<file path="config.mk">
export PLATFORM = sky130hd
export DESIGN_NAME = decode
export DESIGN_NICKNAME = d
export VERILOG_FILES = /design/src/rtl/decode_pkg.sv /design/src/rtl/decode_regfile.sv /design/src/rtl/decode.sv
export SDC_FILE = /design/constraint.sdc
export NUM_CORES = 2
export LEC_CHECK = 0
export CAP_MARGIN = 20
export CORE_MARGIN = 2
export CORE_UTILIZATION = 47
export CTS_CLUSTER_SIZE = 8
export DETAILED_ROUTE_END_ITERATION = 8
export DONT_BUFFER_PORTS = 1
export GPL_TIMING_DRIVEN = 0
export PLACE_DENSITY_LB_ADDON = 0.15
export SETUP_SLACK_MARGIN = 0.4
export SYNTH_ARGS = -nofsm -noshare
export SYNTH_HDL_FRONTEND = slang
export SYNTH_HIERARCHICAL = 1
export SYNTH_SLANG_ARGS = --single-unit
export TNS_END_PERCENT = 30
</file>
<file path="constraint.sdc">
create_clock -name clk -period 4.5 [get_ports clk]
set_clock_uncertainty 0.05 [all_clocks]
set_input_delay 0.675 -clock clk [delete_from_list [all_inputs] [get_ports clk]]
set_output_delay 0.675 -clock clk [all_outputs]
set_load 0.01 [all_outputs]
</file>
<file path="src/rtl/decode_pkg.sv">
// Shared decode definitions: MIPS opcode/funct fields, ALU operation codes,
// immediate-format selector and the 16-bit sign-extension helper.
package decode_pkg;

  localparam int WORD_SIZE = 32;
  localparam int REG_ADDR  = 5;

  // Primary opcodes (ir[31:26])
  localparam logic [5:0] OP_SPECIAL = 6'h00;
  localparam logic [5:0] OP_J       = 6'h02;
  localparam logic [5:0] OP_JAL     = 6'h03;
  localparam logic [5:0] OP_BEQ     = 6'h04;
  localparam logic [5:0] OP_BNE     = 6'h05;
  localparam logic [5:0] OP_ADDIU   = 6'h09;
  localparam logic [5:0] OP_SLTI    = 6'h0A;
  localparam logic [5:0] OP_SLTIU   = 6'h0B;
  localparam logic [5:0] OP_ANDI    = 6'h0C;
  localparam logic [5:0] OP_ORI     = 6'h0D;
  localparam logic [5:0] OP_XORI    = 6'h0E;
  localparam logic [5:0] OP_LUI     = 6'h0F;
  localparam logic [5:0] OP_LW      = 6'h23;
  localparam logic [5:0] OP_SW      = 6'h2B;

  // SPECIAL function codes (ir[5:0])
  localparam logic [5:0] FN_SLL  = 6'h00;
  localparam logic [5:0] FN_SRL  = 6'h02;
  localparam logic [5:0] FN_SRA  = 6'h03;
  localparam logic [5:0] FN_JR   = 6'h08;
  localparam logic [5:0] FN_JALR = 6'h09;
  localparam logic [5:0] FN_ADDU = 6'h21;
  localparam logic [5:0] FN_SUBU = 6'h23;
  localparam logic [5:0] FN_AND  = 6'h24;
  localparam logic [5:0] FN_OR   = 6'h25;
  localparam logic [5:0] FN_XOR  = 6'h26;
  localparam logic [5:0] FN_NOR  = 6'h27;
  localparam logic [5:0] FN_SLT  = 6'h2A;
  localparam logic [5:0] FN_SLTU = 6'h2B;

  // ALU operation encodings consumed by execute
  localparam logic [3:0] ALU_ADD   = 4'd0;
  localparam logic [3:0] ALU_SUB   = 4'd1;
  localparam logic [3:0] ALU_AND   = 4'd2;
  localparam logic [3:0] ALU_OR    = 4'd3;
  localparam logic [3:0] ALU_XOR   = 4'd4;
  localparam logic [3:0] ALU_NOR   = 4'd5;
  localparam logic [3:0] ALU_SLT   = 4'd6;
  localparam logic [3:0] ALU_SLTU  = 4'd7;
  localparam logic [3:0] ALU_SLL   = 4'd8;
  localparam logic [3:0] ALU_SRL   = 4'd9;
  localparam logic [3:0] ALU_SRA   = 4'd10;
  localparam logic [3:0] ALU_PASSB = 4'd11;  // result = B operand (LUI)

  // How the 16-bit immediate field is widened
  typedef enum logic [1:0] {
    IMM_SEXT  = 2'd0,
    IMM_ZEXT  = 2'd1,
    IMM_LUI   = 2'd2,
    IMM_SHAMT = 2'd3
  } imm_sel_e;

  function automatic logic [31:0] sext16(input logic [15:0] v);
    return {{16{v[15]}}, v};
  endfunction

endpackage

</file>
<file path="src/rtl/decode_regfile.sv">
// 32x32 register file: two asynchronous read ports, one synchronous write
// port, r0 hard-wired to zero, same-cycle writeback bypass on both reads.
module decode_regfile
  import decode_pkg::*;
#(
  parameter int WORD_SIZE = 32,
  parameter int REG_ADDR  = 5
) (
  input  logic                 clk,
  input  logic                 rst_n,
  input  logic [REG_ADDR-1:0]  ra1_i,
  input  logic [REG_ADDR-1:0]  ra2_i,
  input  logic                 we_i,
  input  logic [REG_ADDR-1:0]  wa_i,
  input  logic [WORD_SIZE-1:0] wd_i,
  output logic [WORD_SIZE-1:0] rd1_o,
  output logic [WORD_SIZE-1:0] rd2_o
);

  localparam int NREGS = 2 ** REG_ADDR;

  logic [WORD_SIZE-1:0] regs_q [NREGS];

  // Clear every register on reset; otherwise commit the writeback (r0 never written)
  always_ff @(posedge clk) begin
    if (!rst_n) begin
      for (int i = 0; i < NREGS; i++) regs_q[i] <= '0;
    end else if (we_i && (wa_i != '0)) begin
      regs_q[wa_i] <= wd_i;
    end
  end

  // r0 reads zero; a register being written this cycle reads the incoming data
  assign rd1_o = (ra1_i == '0)                 ? '0   :
                 (we_i && (wa_i == ra1_i))     ? wd_i : regs_q[ra1_i];
  assign rd2_o = (ra2_i == '0)                 ? '0   :
                 (we_i && (wa_i == ra2_i))     ? wd_i : regs_q[ra2_i];

endmodule

</file>
<file path="src/rtl/decode.sv">
// MIPS ID stage: control decode, immediate extension, branch/jump
// resolution with combinational redirect to fetch, and ID/EX registers.
module decode
  import decode_pkg::*;
#(
  parameter int WORD_SIZE = 32,
  parameter int REG_ADDR  = 5
) (
  input  logic                 clk,
  input  logic                 rst_n,
  input  logic [WORD_SIZE-1:0] pc_if_id,
  input  logic [WORD_SIZE-1:0] ir_if_id,
  input  logic                 wb_en,
  input  logic [REG_ADDR-1:0]  wb_reg,
  input  logic [WORD_SIZE-1:0] wb_data,
  output logic                 jump,
  output logic [WORD_SIZE-1:0] addr,
  output logic [WORD_SIZE-1:0] pc_id_ex,
  output logic [WORD_SIZE-1:0] rs_id_ex,
  output logic [WORD_SIZE-1:0] rt_id_ex,
  output logic [WORD_SIZE-1:0] imm_id_ex,
  output logic [REG_ADDR-1:0]  dst_id_ex,
  output logic [3:0]           alu_op_id_ex,
  output logic                 alu_src_id_ex,
  output logic                 link_id_ex,
  output logic                 mem_rd_id_ex,
  output logic                 mem_wr_id_ex,
  output logic                 reg_wr_id_ex,
  output logic                 illegal_id_ex
);

  logic [5:0]  opcode, funct;
  logic [4:0]  rs_a, rt_a, rd_a, shamt;
  logic [15:0] imm16;

  assign opcode = ir_if_id[31:26];
  assign rs_a   = ir_if_id[25:21];
  assign rt_a   = ir_if_id[20:16];
  assign rd_a   = ir_if_id[15:11];
  assign shamt  = ir_if_id[10:6];
  assign funct  = ir_if_id[5:0];
  assign imm16  = ir_if_id[15:0];

  logic [WORD_SIZE-1:0] rs_val, rt_val;

  decode_regfile #(
    .WORD_SIZE (WORD_SIZE),
    .REG_ADDR  (REG_ADDR)
  ) u_regfile (
    .clk   (clk),
    .rst_n (rst_n),
    .ra1_i (rs_a),
    .ra2_i (rt_a),
    .we_i  (wb_en),
    .wa_i  (wb_reg),
    .wd_i  (wb_data),
    .rd1_o (rs_val),
    .rd2_o (rt_val)
  );

  logic [3:0]          alu_op_d;
  logic                alu_src_d, link_d, mem_rd_d, mem_wr_d, wr_req, illegal_d, reg_wr_d;
  logic [REG_ADDR-1:0] dst_d;
  imm_sel_e            imm_sel;
  logic                br_eq, br_ne, jmp_abs, jmp_reg;
  logic [WORD_SIZE-1:0] imm_d, pc_d;

  // Control decoder: NOP-shaped defaults, then per-instruction overrides
  always_comb begin
    alu_op_d  = ALU_ADD;
    alu_src_d = 1'b0;
    link_d    = 1'b0;
    mem_rd_d  = 1'b0;
    mem_wr_d  = 1'b0;
    wr_req    = 1'b0;
    illegal_d = 1'b0;
    dst_d     = rt_a;
    imm_sel   = IMM_SEXT;
    br_eq     = 1'b0;
    br_ne     = 1'b0;
    jmp_abs   = 1'b0;
    jmp_reg   = 1'b0;
    case (opcode)
      OP_SPECIAL: begin
        dst_d  = rd_a;
        wr_req = 1'b1;
        case (funct)
          FN_SLL:  begin alu_op_d = ALU_SLL; imm_sel = IMM_SHAMT; end
          FN_SRL:  begin alu_op_d = ALU_SRL; imm_sel = IMM_SHAMT; end
          FN_SRA:  begin alu_op_d = ALU_SRA; imm_sel = IMM_SHAMT; end
          FN_JR:   begin wr_req = 1'b0; jmp_reg = 1'b1; end
          FN_JALR: begin jmp_reg = 1'b1; link_d = 1'b1; end
          FN_ADDU: alu_op_d = ALU_ADD;
          FN_SUBU: alu_op_d = ALU_SUB;
          FN_AND:  alu_op_d = ALU_AND;
          FN_OR:   alu_op_d = ALU_OR;
          FN_XOR:  alu_op_d = ALU_XOR;
          FN_NOR:  alu_op_d = ALU_NOR;
          FN_SLT:  alu_op_d = ALU_SLT;
          FN_SLTU: alu_op_d = ALU_SLTU;
          default: begin wr_req = 1'b0; illegal_d = 1'b1; dst_d = '0; end
        endcase
      end
      OP_J:     jmp_abs = 1'b1;
      OP_JAL:   begin jmp_abs = 1'b1; link_d = 1'b1; wr_req = 1'b1; dst_d = 5'd31; end
      OP_BEQ:   br_eq = 1'b1;
      OP_BNE:   br_ne = 1'b1;
      OP_ADDIU: begin alu_op_d = ALU_ADD;   alu_src_d = 1'b1; wr_req = 1'b1; end
      OP_SLTI:  begin alu_op_d = ALU_SLT;   alu_src_d = 1'b1; wr_req = 1'b1; end
      OP_SLTIU: begin alu_op_d = ALU_SLTU;  alu_src_d = 1'b1; wr_req = 1'b1; end
      OP_ANDI:  begin alu_op_d = ALU_AND;   alu_src_d = 1'b1; wr_req = 1'b1; imm_sel = IMM_ZEXT; end
      OP_ORI:   begin alu_op_d = ALU_OR;    alu_src_d = 1'b1; wr_req = 1'b1; imm_sel = IMM_ZEXT; end
      OP_XORI:  begin alu_op_d = ALU_XOR;   alu_src_d = 1'b1; wr_req = 1'b1; imm_sel = IMM_ZEXT; end
      OP_LUI:   begin alu_op_d = ALU_PASSB; alu_src_d = 1'b1; wr_req = 1'b1; imm_sel = IMM_LUI; end
      OP_LW:    begin alu_op_d = ALU_ADD; alu_src_d = 1'b1; wr_req = 1'b1; mem_rd_d = 1'b1; end
      OP_SW:    begin alu_op_d = ALU_ADD; alu_src_d = 1'b1; mem_wr_d = 1'b1; end
      default:  begin illegal_d = 1'b1; dst_d = '0; end
    endcase
  end

  // A write to r0 is architecturally a no-op, so suppress it here
  assign reg_wr_d = wr_req && (dst_d != '0);
  assign pc_d     = pc_if_id + 32'd1;

  // Immediate extender
  always_comb begin
    imm_d = sext16(imm16);
    case (imm_sel)
      IMM_ZEXT:  imm_d = {16'b0, imm16};
      IMM_LUI:   imm_d = {imm16, 16'b0};
      IMM_SHAMT: imm_d = {27'b0, shamt};
      default:   imm_d = sext16(imm16);
    endcase
  end

  // Branch compare and redirect target; reset holds fetch on its own path
  always_comb begin
    jump = 1'b0;
    addr = pc_if_id + sext16(imm16);
    if (jmp_abs) addr = {pc_if_id[31:26], ir_if_id[25:0]};
    if (jmp_reg) addr = rs_val;
    if (rst_n) begin
      jump = jmp_abs || jmp_reg ||
             (br_eq && (rs_val == rt_val)) ||
             (br_ne && (rs_val != rt_val));
    end
  end

  // ID/EX pipeline registers: bubble on reset, otherwise capture every cycle
  always_ff @(posedge clk) begin
    if (!rst_n) begin
      pc_id_ex      <= '0;
      rs_id_ex      <= '0;
      rt_id_ex      <= '0;
      imm_id_ex     <= '0;
      dst_id_ex     <= '0;
      alu_op_id_ex  <= '0;
      alu_src_id_ex <= 1'b0;
      link_id_ex    <= 1'b0;
      mem_rd_id_ex  <= 1'b0;
      mem_wr_id_ex  <= 1'b0;
      reg_wr_id_ex  <= 1'b0;
      illegal_id_ex <= 1'b0;
    end else begin
      pc_id_ex      <= pc_d;
      rs_id_ex      <= rs_val;
      rt_id_ex      <= rt_val;
      imm_id_ex     <= imm_d;
      dst_id_ex     <= dst_d;
      alu_op_id_ex  <= alu_op_d;
      alu_src_id_ex <= alu_src_d;
      link_id_ex    <= link_d;
      mem_rd_id_ex  <= mem_rd_d;
      mem_wr_id_ex  <= mem_wr_d;
      reg_wr_id_ex  <= reg_wr_d;
      illegal_id_ex <= illegal_d;
    end
  end

endmodule
</file>
==> summary.md <==
| Metric | Value |
|---|---|
| Vias per cell | 6.91 |
| CP Launch Point | ir_if_id[16] |
| Maxcap violations | 0 |
| Top Family by Delay on Critical Path | compound AO/OA/AOI/OAI gates |
| Clock transition at the registers of the reported paths | 50 ps |
| CTS Sinks | 1167 |
| Commonest non-fill, non-tap cell in the layout | and2_1 |
| Maximum VDD drop | 0.323 mV |
| RSZ-0062 raised after global routing | yes |
| Cells after Synth | 4687 |
| Post-layout min period | 5400 ps |
| Overall Power | 29.0 mW |
| EDFF count, synth | 1024 |
| Initial antenna violation count | 22 |
| Remaining antenna violation count | 0 |
| Core Region | 132000 um^2 |
| NetSw | 8.16 mW |
| Crit-path max FO | 10 |
| First-pass GRT wire length | 384 mm |
| Area Overhead vs Synth | 18.4% |
| Vias in the first global route | 45200 |
| Post-synthesis sequential area ratio | 53.7% |
| Hold path start | wb_data[28] |
| Crit. End Element | primary output |
| Num ports | 280 |
| Worst hold path class | primary input to flip-flop |
| Port bufs | 0 |
| Final core occ | 56.2% |
| Largest net degree at the start of global routing | 23 |
| RR Startpoint | u_regfile/regs_q[15][9]$_SDFFCE_PN0P_ |
| Slew Viols, Final | 0 |
| Worst Setup Path Type | primary input to primary output |
| Crit path DAT | 4670 ps |
| Worst slew pin tran | 1190 ps |
| Critical Path RT | 3770 ps |
| Cells after DPL | 6535 |
| Status | finished, violations left |
| Hold path cells | 1 |
| Crit-path cells | buf_12 > buf_12 > buf_16 > mux4_2 > o21ai_0 > nand3_1 > o221a_1 > xnor2_2 > nand4_1 > nor4_4 > nand2_4 > xnor2_2 > nand4_1 > a21oi_2 |
| Die Y | 369 um |
| Clk network pwr share | 39.6% |
| Internal | 20.8 mW |
| Leading cell types in the layout, fill and taps excluded | 1074 x and2_1, 1024 x edfxtp_1, 372 x mux4_2 |
| Post-synthesis area per instance | 13.3 um^2 |
| Worst-case headroom to the max-slew limit | 20.8% |
| Worst setup SP type | primary input |
| Die X | 369 um |
| Post-Synthesis Cell Area | 62500 um^2 |
| Number of distinct library cells after synthesis | 82 |
| Final Worst Setup Slack | -896 ps |
| Number of cells on the critical path | 14 |
| DRC errors left | 0 |
| TritonCTS buffer count | 165 |
| Net count reported at finish | 5181 |
| Asr flop ratio synth | 0% |
| Initial Util | 47.5% |
| Total GRT Usage | 42.2% |
| Clk buf depth | 3 |
| WL per Instance | 42.3 um |
| Combinational Power Share | 16.3% |
| Max Clock Freq | 185 MHz |
| Fin cells | 6869 |
| Clock latency reported for the late side of the worst-skew pair | 810 ps |
| Pre-CTS WS | -2630 ps |
| Cell Rows | 133 |
| P_leak | 26.7 nW |
| Depth of the CTS H-tree | 4 |
| Final Hold Viols | 0 |
| DP HPWL | 212 mm |
| Detailed Route WL | 291 mm |
| Worst hold slack | 18.9 ps |
| Root buffer cell | clkbuf_16 |
| Top_reg_cell synth | edfxtp_1 |
| Failing checks | setup timing |
| Flops & latches, synth | 1167 |
| CTS tree | yes |
| Sw frac | 28.1% |
| Layout cells sized above 1 | 22.1% |
| Cell depth of the worst flop-to-flop path | 6 |
| Grt ovf | 0 |
| Worst path max stage delay | 600 ps |
| Synth warn | 6 |
| Critical path's slowest cell | o21ai_0 |
| Tcrit/Tclk final | 120% |
| WP buf/inv | 3 |
| Initial DRT Pass Iterations | 8 |
| Die area | 136000 um^2 |
| Setup-failing EPs final | 1 |
| Vias | 47400 |
| DRT iter0 DRCs | 8050 |
| Cell area power density | 392 nW/um^2 |
| Power share of the sequential group | 44.1% |
| Routability Congestion | 1.13 |
cell usage after synthesis, types with 7 or more instances:
master	count	area share, %
a31oi_1	19	0.19
buf_4	24	0.29
mux2_2	15	0.27
a211oi_1	36	0.43
o22ai_1	45	0.45
nor2b_1	13	0.13
nor3b_1	7	0.084
buf_6	24	0.43
nand3_1	42	0.34
o21a_1	7	0.084
inv_1	16	0.096
nor3_1	10	0.080
xnor2_1	59	0.83
mux4_2	372	13
a32o_1	32	0.51
buf_2	79	0.63
mux2i_1	326	5.2
a22oi_1	118	1.4
nand2_1	140	0.84
buf_1	17	0.10
nand4_1	17	0.17
o221a_1	9	0.16
a22o_1	13	0.18
edfxtp_1	1024	49
o221ai_1	36	0.50
o21ai_0	105	0.84
a221oi_1	27	0.38
xor2_1	35	0.49
clkbuf_1	303	1.8
and2_1	1074	11
a21oi_1	119	0.95
ha_1	32	0.64
nor2_1	147	0.88
and3_1	13	0.13
o21ai_1	19	0.15
nand2b_1	9	0.090
a21o_1	33	0.40
or3_1	13	0.13
dfxtp_1	143	4.6
a221o_1	13	0.21
layout make-up:
cell class                 count  area (um^2)
fill                       10800        57800
sequential                  1167        33600
multi-input combinational   3075        28100
clock buffer                 206         4340
buffer                       458         3230
timing repair buffer         160         2210
tap                         1755         2200
clock inverter                15          243
inverter                      17         67.6
antenna                       16         40.0
stage by stage:
stage          setup TNS (ps)  area, um^2
2_1_floorplan               0       62700
3_3_place_gp         -3123130       64900
3_5_place_dp           -12070       66500
4_1_cts                  -516       73700
5_1_grt                  -762       74000
6_report                 -896       74000
registers in the layout, indices dropped and copies added (netlist names), 4 cells and up:
register	cells
rt_id_ex	32
dst_id_ex	5
rs_id_ex	32
imm_id_ex	32
alu_op_id_ex	4
pc_id_ex	32
u_regfile/regs_q	1024
worst paths after layout:
| kind | to | slack (ps) |
|---|---|---|
| max reg2reg | rs_id_ex[9]$_SDFF_PN0_ | 1980 |
| min | u_regfile/regs_q[6][28]$_SDFFCE_PN0P_ | 20 |
| min reg2reg | rt_id_ex[2]$_SDFF_PN0_ | 1020 |
| max | jump | -900 |
cells by family (layout without fill, tap and decap cells):
group / after synthesis / after routing / synth area share (%)
DFF: 1167 / 1167 / 53.7
muxes: 713 / 713 / 18.9
and+or+nand+nor: 1519 / 1519 / 14.0
xor gates and xnor gates: 94 / 94 / 1.32
adders and majority gates: 33 / 33 / 0.672
AOI/OAI and AO/OA: 684 / 684 / 7.69
other: 1 / 48 / 0.00600
buffers and inverters: 476 / 856 / 3.65
power by group through the flow:
stage | clock (mW) | sequential, mW | combinational, mW
final | 11.5 | 12.8 | 4.74
after global placement | 0 | 13.0 | 3.88
after floorplan | 0 | 12.9 | 2.24
after CTS | 11.5 | 12.8 | 4.46
after detailed placement | 0 | 13.0 | 4.06
after global routing | 11.9 | 12.8 | 4.72
repair_timing:
| item | 4_1_cts | 5_1_grt |
|---|---|---|
| resized for setup | 508 | 53 |
| cloned | 1 | 1 |
| buffers inserted | 37 | 12 |
| hold buffers | 47 | 0 |
| hold endpoints to repair | 61 | 0 |
| setup endpoints to repair | 33 | 20 |
| pin swaps | 46 | 20 |
layer usage:
layer  up-vias  GRT usage, %  share of wire, %
met5         -             0             0.026
met2      3999          61.2                42
li1      18400             -                 -
met4        10          32.7               9.6
met3      1015          16.4                14
met1     24000          50.4                34
worst register-to-register path: stages, from the launching register on:
cell and delay [ps]:
edfxtp_1 390, mux4_2 540, a211oi_1 340, nand2_1 350
a32o_2 410, buf_4 180, and2_1 150
Note: power is estimated with default switching activity, not from simulation.
